## src/rtl/protocol_switcher_pkg.sv

```systemverilog
// rtl/protocol_switcher_pkg.sv - shared types and helpers for the protocol output switcher
package protocol_switcher_pkg;

    typedef enum logic {
        ST_RUN   = 1'b0,
        ST_GUARD = 1'b1
    } state_t;

    localparam int PROTO_DC = 0;

    // Protocol codes 1..N_CH map onto packed channel slots 0..N_CH-1.
    function automatic int ch_index(input int code);
        return code - 1;
    endfunction

endpackage

```

## src/rtl/protocol_switcher_if.sv

```systemverilog
// rtl/protocol_switcher_if.sv - channel inputs and DAC-bound outputs of the protocol switcher
interface protocol_switcher_if #(
    parameter int W     = 14,
    parameter int N_CH  = 5,
    parameter int SEL_W = 3
);
    logic [N_CH*W-1:0] data_i;
    logic [N_CH*W-1:0] indicator_i;
    logic [W-1:0]      dc_i;
    logic [SEL_W-1:0]  protocol_i;
    logic [W-1:0]      output0_o;
    logic [W-1:0]      output1_o;
    logic [SEL_W-1:0]  active_o;
    logic              busy_o;
    logic              invalid_o;

    modport master (
        output data_i, indicator_i, dc_i, protocol_i,
        input  output0_o, output1_o, active_o, busy_o, invalid_o
    );

    modport slave (
        input  data_i, indicator_i, dc_i, protocol_i,
        output output0_o, output1_o, active_o, busy_o, invalid_o
    );
endinterface

```

## src/rtl/protocol_channel_mux.sv

```systemverilog
// rtl/protocol_channel_mux.sv - combinational (data, indicator) selection by protocol code
module protocol_channel_mux
    import protocol_switcher_pkg::*;
#(
    parameter int W     = 14,
    parameter int N_CH  = 5,
    parameter int SEL_W = 3
) (
    input  logic [N_CH*W-1:0] data_i,
    input  logic [N_CH*W-1:0] indicator_i,
    input  logic [W-1:0]      dc_i,
    input  logic [SEL_W-1:0]  sel_i,
    output logic [W-1:0]      out0_o,
    output logic [W-1:0]      out1_o
);

    // Codes above N_CH select nothing and drive zero.
    always_comb begin
        out0_o = '0;
        out1_o = '0;
        if (int'(sel_i) == PROTO_DC) begin
            out0_o = dc_i;
            out1_o = dc_i;
        end else if (int'(sel_i) <= N_CH) begin
            out0_o = data_i[ch_index(int'(sel_i))*W +: W];
            out1_o = indicator_i[ch_index(int'(sel_i))*W +: W];
        end
    end

endmodule

```

## src/rtl/protocol_switcher.sv

```systemverilog
// rtl/protocol_switcher.sv - glitch-safe protocol selector with DC-park guard interval
// Optional ramp-out toward the DC level during guard: define PROTOCOL_SWITCHER_RAMP_EN.
module protocol_switcher
    import protocol_switcher_pkg::*;
#(
    parameter int W            = 14,
    parameter int N_CH         = 5,
    parameter int SEL_W        = 3,
    parameter int GUARD_CYCLES = 16,
    parameter int RAMP_STEP    = 64
) (
    input  logic               clk_i,
    input  logic               rst_i,
    protocol_switcher_if.slave bus
);

`ifdef PROTOCOL_SWITCHER_RAMP_EN
    localparam bit RAMP_EN = 1'b1;
`else
    localparam bit RAMP_EN = 1'b0;
`endif

    localparam int CNT_W = (GUARD_CYCLES > 0) ? $clog2(GUARD_CYCLES + 1) : 1;
    localparam logic [CNT_W-1:0] CNT_LOAD = CNT_W'((GUARD_CYCLES > 0) ? GUARD_CYCLES - 1 : 0);

    state_t           state_q, state_d;
    logic [SEL_W-1:0] active_q, active_d;
    logic [SEL_W-1:0] target_q, target_d;
    logic [CNT_W-1:0] cnt_q, cnt_d;
    logic [W-1:0]     out0_q, out0_d;
    logic [W-1:0]     out1_q, out1_d;
    logic [W-1:0]     sel0, sel1;
    logic [W-1:0]     park0, park1;

    // Only the requested code is ever muxed: whenever a new channel is connected,
    // protocol_i equals the code being connected (active in RUN, target at guard expiry).
    protocol_channel_mux #(
        .W     (W),
        .N_CH  (N_CH),
        .SEL_W (SEL_W)
    ) u_mux (
        .data_i      (bus.data_i),
        .indicator_i (bus.indicator_i),
        .dc_i        (bus.dc_i),
        .sel_i       (bus.protocol_i),
        .out0_o      (sel0),
        .out1_o      (sel1)
    );

    function automatic logic [W-1:0] ramp_toward(input logic [W-1:0] cur, input logic [W-1:0] tgt);
        logic signed [W:0] diff;
        logic signed [W:0] step;
        diff = $signed({tgt[W-1], tgt}) - $signed({cur[W-1], cur});
        step = (W+1)'(RAMP_STEP);
        if (diff <= step && diff >= -step)
            return tgt;
        else if (diff > 0)
            return cur + W'(RAMP_STEP);
        else
            return cur - W'(RAMP_STEP);
    endfunction

    always_comb begin
        park0 = bus.dc_i;
        park1 = bus.dc_i;
        if (RAMP_EN) begin
            park0 = ramp_toward(out0_q, bus.dc_i);
            park1 = ramp_toward(out1_q, bus.dc_i);
        end
    end

    always_comb begin
        state_d  = state_q;
        active_d = active_q;
        target_d = target_q;
        cnt_d    = cnt_q;
        out0_d   = out0_q;
        out1_d   = out1_q;
        case (state_q)
            ST_RUN: begin
                if (bus.protocol_i == active_q) begin
                    out0_d = sel0;
                    out1_d = sel1;
                end else if (GUARD_CYCLES == 0) begin
                    active_d = bus.protocol_i;
                    out0_d   = sel0;
                    out1_d   = sel1;
                end else begin
                    target_d = bus.protocol_i;
                    cnt_d    = CNT_LOAD;
                    state_d  = ST_GUARD;
                    out0_d   = park0;
                    out1_d   = park1;
                end
            end
            ST_GUARD: begin
                // Any change of request restarts the full guard, even back to the old code.
                if (bus.protocol_i != target_q) begin
                    target_d = bus.protocol_i;
                    cnt_d    = CNT_LOAD;
                    out0_d   = park0;
                    out1_d   = park1;
                end else if (cnt_q == '0) begin
                    active_d = target_q;
                    state_d  = ST_RUN;
                    out0_d   = sel0;
                    out1_d   = sel1;
                end else begin
                    cnt_d  = cnt_q - 1'b1;
                    out0_d = park0;
                    out1_d = park1;
                end
            end
            default: state_d = ST_RUN;
        endcase
    end

    always_ff @(posedge clk_i) begin
        if (rst_i) begin
            state_q  <= ST_RUN;
            active_q <= '0;
            target_q <= '0;
            cnt_q    <= '0;
            out0_q   <= '0;
            out1_q   <= '0;
        end else begin
            state_q  <= state_d;
            active_q <= active_d;
            target_q <= target_d;
            cnt_q    <= cnt_d;
            out0_q   <= out0_d;
            out1_q   <= out1_d;
        end
    end

    assign bus.output0_o = out0_q;
    assign bus.output1_o = out1_q;
    assign bus.active_o  = active_q;
    assign bus.busy_o    = (state_q == ST_GUARD);
    assign bus.invalid_o = (int'(active_q) > N_CH);

endmodule

```

## src/flat_wrapper.sv

```systemverilog
// flat-port wrapper written by rule: the top's interface ports become plain ports
module protocol_switcher_flat import protocol_switcher_pkg::*;
#(
    parameter int W            = 14,
    parameter int N_CH         = 5,
    parameter int SEL_W        = 3,
    parameter int GUARD_CYCLES = 16,
    parameter int RAMP_STEP    = 64
)
  (clk_i, rst_i, bus_data_i, bus_indicator_i, bus_dc_i, bus_protocol_i, bus_output0_o, bus_output1_o, bus_active_o, bus_busy_o, bus_invalid_o);
  protocol_switcher_if #(.W(W), .N_CH(N_CH), .SEL_W(SEL_W)) bus_i ();
  input  logic clk_i;
  input  logic rst_i;
  input wire logic [$bits(bus_i.data_i)-1:0] bus_data_i;
  input wire logic [$bits(bus_i.indicator_i)-1:0] bus_indicator_i;
  input wire logic [$bits(bus_i.dc_i)-1:0] bus_dc_i;
  input wire logic [$bits(bus_i.protocol_i)-1:0] bus_protocol_i;
  output wire logic [$bits(bus_i.output0_o)-1:0] bus_output0_o;
  output wire logic [$bits(bus_i.output1_o)-1:0] bus_output1_o;
  output wire logic [$bits(bus_i.active_o)-1:0] bus_active_o;
  output wire logic [$bits(bus_i.busy_o)-1:0] bus_busy_o;
  output wire logic [$bits(bus_i.invalid_o)-1:0] bus_invalid_o;
  assign bus_i.data_i = bus_data_i;
  assign bus_i.indicator_i = bus_indicator_i;
  assign bus_i.dc_i = bus_dc_i;
  assign bus_i.protocol_i = bus_protocol_i;
  assign bus_output0_o = bus_i.output0_o;
  assign bus_output1_o = bus_i.output1_o;
  assign bus_active_o = bus_i.active_o;
  assign bus_busy_o = bus_i.busy_o;
  assign bus_invalid_o = bus_i.invalid_o;
  protocol_switcher #(.W(W), .N_CH(N_CH), .SEL_W(SEL_W), .GUARD_CYCLES(GUARD_CYCLES), .RAMP_STEP(RAMP_STEP)) u_core (.clk_i(clk_i), .rst_i(rst_i), .bus(bus_i));
endmodule
```

## config.mk

```make
export PLATFORM = sky130hd
export DESIGN_NAME = protocol_switcher_flat
export DESIGN_NICKNAME = d
export VERILOG_FILES = /design/src/rtl/protocol_switcher_pkg.sv /design/src/rtl/protocol_switcher_if.sv /design/src/rtl/protocol_channel_mux.sv /design/src/rtl/protocol_switcher.sv /design/src/flat_wrapper.sv
export SDC_FILE = /design/constraint.sdc
export NUM_CORES = 1
export LEC_CHECK = 0
export CAP_MARGIN = 20
export CORE_UTILIZATION = 45
export DETAILED_ROUTE_END_ITERATION = 12
export PLACE_DENSITY = 0.73
export RECOVER_POWER = 50
export SKIP_LAST_GASP = 1
export SLEW_MARGIN = 5
export SYNTH_ARGS = -nofsm -noshare
export SYNTH_HDL_FRONTEND = slang
export SYNTH_HIERARCHICAL = 1
export SYNTH_SLANG_ARGS = --single-unit
export TNS_END_PERCENT = 5
```

## constraint.sdc

```tcl
create_clock -name clk_i -period 8.1 [get_ports clk_i]
set_input_delay 1.215 -clock clk_i [delete_from_list [all_inputs] [get_ports clk_i]]
set_output_delay 1.215 -clock clk_i [all_outputs]
set_load 0.02 [all_outputs]
```

# Word-level counts from Yosys, hierarchy flattened
# Index checks and enable logic that the tools add are counted.
# op_classes
n_eq_ne,5
n_reduce_logical,5
add_sub_neg,2
shift,2
muxes,23
bitwise_logic,2
n_lt_le_gt_ge,2
multipliers,1
# op_table
op,count
$mux 14,10
$shiftx 70x9->14,2
$pmux 14 s2,2
$mux 5,3
$pmux 5 s2,1
$mul 4x4->8 const B,1
$mux 3,2
$pmux 3 s2,1
$logic_not 5->1,1
$sub 5x1->5 const B,1
$ne 2x2->1 const B,2
$reduce_and 2->1,2
$sub 3x1->4 const B,1
$eq 3x3->1,1
$gt 3x3->1 const B,1
$le 3x3->1 const B,1
$logic_not 3->1,1
$mux 1,3
$ne 3x3->1,1
$ne 3x3->1 const B,1
$reduce_and 3->1,1
$not 1->1,2
$pmux 1 s2,1
# word_totals
inputBits,159
regBits,40

# Depth between registers and ports, before layout
# depth
ltp_word,8
ltp_mapped,26
ltp_nobuf,16

# Hierarchy
# Netlist, hierarchy kept.
# modules_own_cells
mod,instances,area_per_inst_um2,cells_each
protocol_channel_mux,1,6815.3,744
protocol_switcher,1,1498.9,128

# Least setup slack after synthesis
# Ideal clock, no wire load.
# synth_path
kind,in2reg
from,in bus_protocol_i[0]
to,reg u_core.out0_q[3] (netlist: u_core/bus.output0_o[3])
t_arrival_ps,6152
slack_ps,1831
t_required_ps,7983
cell_stages,21
cell_sequence,buf_2 > buf_2 > inv_1 > ha_1 > buf_2 > buf_4 > buf_4 > buf_4 > inv_1 > ha_1 > inv_1 > fa_1 > fa_1 > clkinv_1 > buf_2 > clkbuf_1 > clkbuf_1 > mux4_2 > a21oi_1 > a31oi_1 > a22o_1
# synth_between
elab_chain_cells,8
word_cells_on_any_way,13
# synth_lines
item,line_no,text
"start, declared",flat_wrapper.sv:17,input wire logic [$bits(bus_i.protocol_i)-1:0] bus_protocol_i;
$sub 3x1->4,protocol_switcher_pkg.sv:13,return code - 1;
$mul 4x4->8,protocol_channel_mux.sv:25,out0_o = data_i[ch_index(int'(sel_i))*W +: W];
$shiftx 70x9->14,protocol_channel_mux.sv:25,
$mux 14,protocol_channel_mux.sv:24,end else if (int'(sel_i) <= N_CH) begin
$mux 14 (*),protocol_channel_mux.sv:21,if (int'(sel_i) == PROTO_DC) begin
net u_core.sel0[3],protocol_switcher.sv:32,"logic [W-1:0] sel0, sel1;"
$mux 14,protocol_switcher.sv:103,end else if (cnt_q == '0) begin
$mux 14,protocol_switcher.sv:98,if (bus.protocol_i != target_q) begin
$pmux 14 s2 (*),protocol_switcher.sv:79,case (state_q)
"end signal, assigned",protocol_switcher.sv:131,out0_q <= out0_d;
"end, declared",protocol_switcher.sv:30,"logic [W-1:0] out0_q, out0_d;"
# The timed path passes the listed nets; every way through them passes the cells marked *.
# A chain may end at the register's enable or synchronous reset.

# Worst setup path in the final report
# layout_path
from,in bus_protocol_i[1]
to,reg u_core.out1_q[1] (netlist: u_core/bus.output1_o[1])
# layout_between
elab_chain_cells,8
word_cells_on_any_way,13
# layout_lines
item,line_no,text
$sub 3x1->4,protocol_switcher_pkg.sv:13,
$mul 4x4->8,protocol_channel_mux.sv:26,out1_o = indicator_i[ch_index(int'(sel_i))*W +: W];
$shiftx 70x9->14,protocol_channel_mux.sv:26,
$mux 14,protocol_channel_mux.sv:24,
$mux 14 (*),protocol_channel_mux.sv:21,
net u_core.sel1[1],protocol_switcher.sv:32,
$mux 14,protocol_switcher.sv:103,
$mux 14,protocol_switcher.sv:98,
$pmux 14 s2 (*),protocol_switcher.sv:79,
"end signal, assigned",protocol_switcher.sv:132,out1_q <= out1_d;
"end, declared",protocol_switcher.sv:31,"logic [W-1:0] out1_q, out1_d;"
# Marked as above.

==> run_results.csv <==
group,metric,value,unit
synth,avgSynthCellArea,9.53,um2
sta,finalSetupViolCount,0,
power_and_ir_drop,p_int,0.000988,W
worst_setup_path,arrival,6860,ps
global_route,grt_max_degree,70,
floorplan,die-area,19000,um2
global_route,grt.total_usage,31.6,%
sta,clock.fmax,151,MHz
drt,num_vias,8673,
clock_tree,cts.sinks,40,
power_and_ir_drop,switchingPower,0.000941,W
clock_tree,clk_pin_slew,60,ps
drt,vias_per_cell,7.09,
synth,yosysWarnings,6,
placed_design,routabilityCongestion,1.02,
floorplan,die_x,138,um
worst_setup_path,startpoint,"bus_protocol_i[1]",
worst_setup_path,endpoint,"u_core/bus.output1_o[1]",
global_route,grt_pass1_vias,7855,
run_status,status,"finished, final reports clean",
power_and_ir_drop,swShare,48.8,%
worst_setup_path,worstSetupEndpointType,"register",
worst_setup_path,r2r_cells,4,
sta,hold_viol,0,
global_route,antenna_found_initial,0,
worst_setup_path,cp-start-kind,"input pin",
floorplan,row_count,49,
synth,synth.area.top_cells,"mux4_2 (37%), dfxtp_1 (9.6%), nand2_1 (3.8%), mux2i_1 (3.7%), a22o_1 (3.5%)",
worst_setup_path,r2r_setup_slack,5260,ps
power_and_ir_drop,cellLeakagePower,3.68,nW
power_and_ir_drop,p_comb_share,76.5,%
finish,fin_area,10300,um2
synth,synth-main-ff-cell,"dfxtp_1",
synth,synth-seq-cells,40,
sta,finalCriticalPeriod,6630,ps
sta,tns,0,ps
floorplan,ioPinCount,192,
finish,syn_to_final_growth,24.5,%
clock_tree,ctsHtreeMaxLevel,2,
drt,routed_wl,30000,um
global_route,grt_overflow,0,
drt,drc_errors,0,
drt,initialDrtViolationCount,1172,
clock_tree,root_buffer,"clkbuf_16",
clock_tree,post_cts_buffers,0,
drt,first_pass_iters,6,
clock_tree,worstSkewPairLatency,280,ps
finish,n_antenna_cell,0,
synth,netlist.area_leader.share,37.4,%
placed_design,dpl_cell_area,10200,um2
worst_setup_path,r2r-end,"u_core/bus.output0_o[8]",
synth,synth_cells,872,
placed_design,dp_hpwl,23300,um
synth,synth_edf_count,0,
clock_tree,cts_tree,"done",
synth,synth.most_common_cell,"mux4_2",
sta,min_period_over_period,81.9,%
synth,seq_area_frac_synth,9.63,%
floorplan,fp.dieH,138,um
clock_tree,hold_buffers,0,
drt,detail-route-antenna-nets,0,
floorplan,core_area,18000,um2
clock_tree,cts-buffers-inserted,5,
worst_setup_path,critical_path_class,"in2reg",
placed_design,io_buffers,191,
power_and_ir_drop,p_per_area,186,nW/um2
worst_setup_path,r2r-start,"u_core/bus.active_o[1]",
power_and_ir_drop,irDropWorstVdd,0.135,mV
synth,post_synth_num_cell_types,82,
min_path,hp-class,"reg2reg",
sta,slew_headroom,15.5,%
clock_tree,clk_path_buf_depth,2,
synth,async_reset_ff_share,0,%
min_path,min_from,"u_core/cnt_q[4]",
global_route,grt_pass1_wl,45600,um
sta,worstMarginPinSlew,1260,ps
sta,maxSlewViolCount,0,
floorplan,start_util,46.1,%
synth,synth_top_area_cell,"mux4_2",
synth,syn_area,8310,um2
worst_setup_path,path_max_fanout,20,
power_and_ir_drop,clkPwrFrac,12.3,%
job,maxCapViolations,0,
finish,final_nets,1166,
sta,rsz0062_at_grt,"no",
worst_setup_path,worstPathRequired,8320,ps
power_and_ir_drop,seq_power_share,11.2,%
drt,wl_per_cell,24.5,um
clock_tree,post_cts_resized,0,
finish,drive_above_1_share,19.3,%
synth,synth_nets,1045,
sta,fin_worst_skew,8.09,ps
synth,netlist_top_cells_count,"mux4_2 (138), nand2_1 (84), nor2_1 (77)",
[cells by family after synthesis]
group	synth area share, %
AO/OA/AOI/OAI	21.6
XOR/XNOR	1.93
adder cells (fa/ha/maj)	2.29
buffers and inverters	6.77
flip-flops	9.63
multiplexers	42.1
AND/OR/NAND/NOR	15.8
[worst max-delay path, stage by stage]
cell and delay (ps):
clkdlybuf4s50_1 530, inv_1 190, ha_1 410, xor2_1 370, ha_1 200, inv_1 50
fa_1 400, inv_1 70, ha_1 330, a21oi_1 290, nand2_1 290, o2111ai_4 500
nand2_1 600, o41ai_1 790, a31oi_1 130, o31ai_1 300, a22o_1 160
[worst min path at each step]
stage	end	slack, ps	cells after the start
finish	u_core/cnt_q[4]	470	1
global route	u_core/cnt_q[4]	490	1
CTS	u_core/cnt_q[4]	480	1
detailed placement	u_core/cnt_q[4]	470	1
global placement	u_core/cnt_q[4]	460	1
floorplan	u_core/cnt_q[4]	450	1
[cell type report]
| class | count | area, um2 |
|---|---|---|
| clock inverters | 1 | 30.0 |
| well taps | 229 | 287 |
| repair buffers | 208 | 2040 |
| inverters | 20 | 77.6 |
| flip-flops and latches | 40 | 801 |
| clock buffers | 7 | 153 |
| multi-input cells | 718 | 6960 |
| fillers | 1564 | 7680 |
[power by group through the flow]
stage	combinational, W	clock, W	sequential [W]
final	0.00148	0.000236	0.000216
after global routing	0.00156	0.000249	0.000218
after CTS	0.00143	0.000241	0.000217
after detailed placement	0.00142	0	0.000221
after global placement	0.00142	0	0.000221
after floorplan	0.000969	0	0.000233
[placed cells by master, fill, tap and decap left out, drive strengths merged, types with 6 or more instances in the layout]
master / Yosys / routed
clkdlybuf4s50: 0 / 156
mux4: 138 / 138
nand2: 85 / 85
nor2: 78 / 78
a21oi: 49 / 49
dfxtp: 40 / 40
o21ai: 40 / 40
dlygate4sd3: 0 / 34
a22o: 33 / 33
mux2i: 31 / 31
a31oi: 23 / 23
inv: 19 / 20
buf: 58 / 18
nand3: 16 / 16
nand4: 14 / 14
a221oi: 14 / 14
nor2b: 13 / 13
ha: 12 / 12
a32oi: 10 / 10
or3: 10 / 10
nor3: 10 / 10
o211ai: 9 / 9
o311ai: 9 / 9
nor4: 7 / 7
mux2: 7 / 7
and3: 7 / 7
o22ai: 7 / 7
xnor2: 7 / 7
clkbuf: 36 / 7
and2: 6 / 6
[flip-flops by register name, indices dropped and copies added, names as in the netlist]
| signal | count |
|---|---|
| u_core/bus.output0_o | 14 |
| u_core/bus.output1_o | 14 |
| u_core/cnt_q | 5 |
| u_core/bus.active_o | 3 |
| u_core/target_q | 3 |
| u_core/bus.busy_o | 1 |
[metrics by stage]
| step | hold slack [ps] | worst slack [ps] | util [%] | instances | power, W |
|---|---|---|---|---|---|
| after floorplan | 452 | 1830 | - | 872 | 0.00120 |
| after global placement | 463 | 1350 | 56.5 | 1215 | 0.00164 |
| after detailed placement | 467 | 1290 | 56.5 | 1215 | 0.00164 |
| after CTS | 476 | 1570 | 57.5 | 1223 | 0.00188 |
| after global routing | 493 | 1110 | 57.4 | 1223 | 0.00202 |
| final | 474 | 1470 | 57.4 | 1223 | 0.00193 |
[layer usage]
layer  GRT usage [%]  part of all wire, %
met1            47.7                   42
met2            45.1                   43
met3            7.57                   13
met4            7.67                  1.7
met5               0                    0
Power figures use the tool's default switching activity.
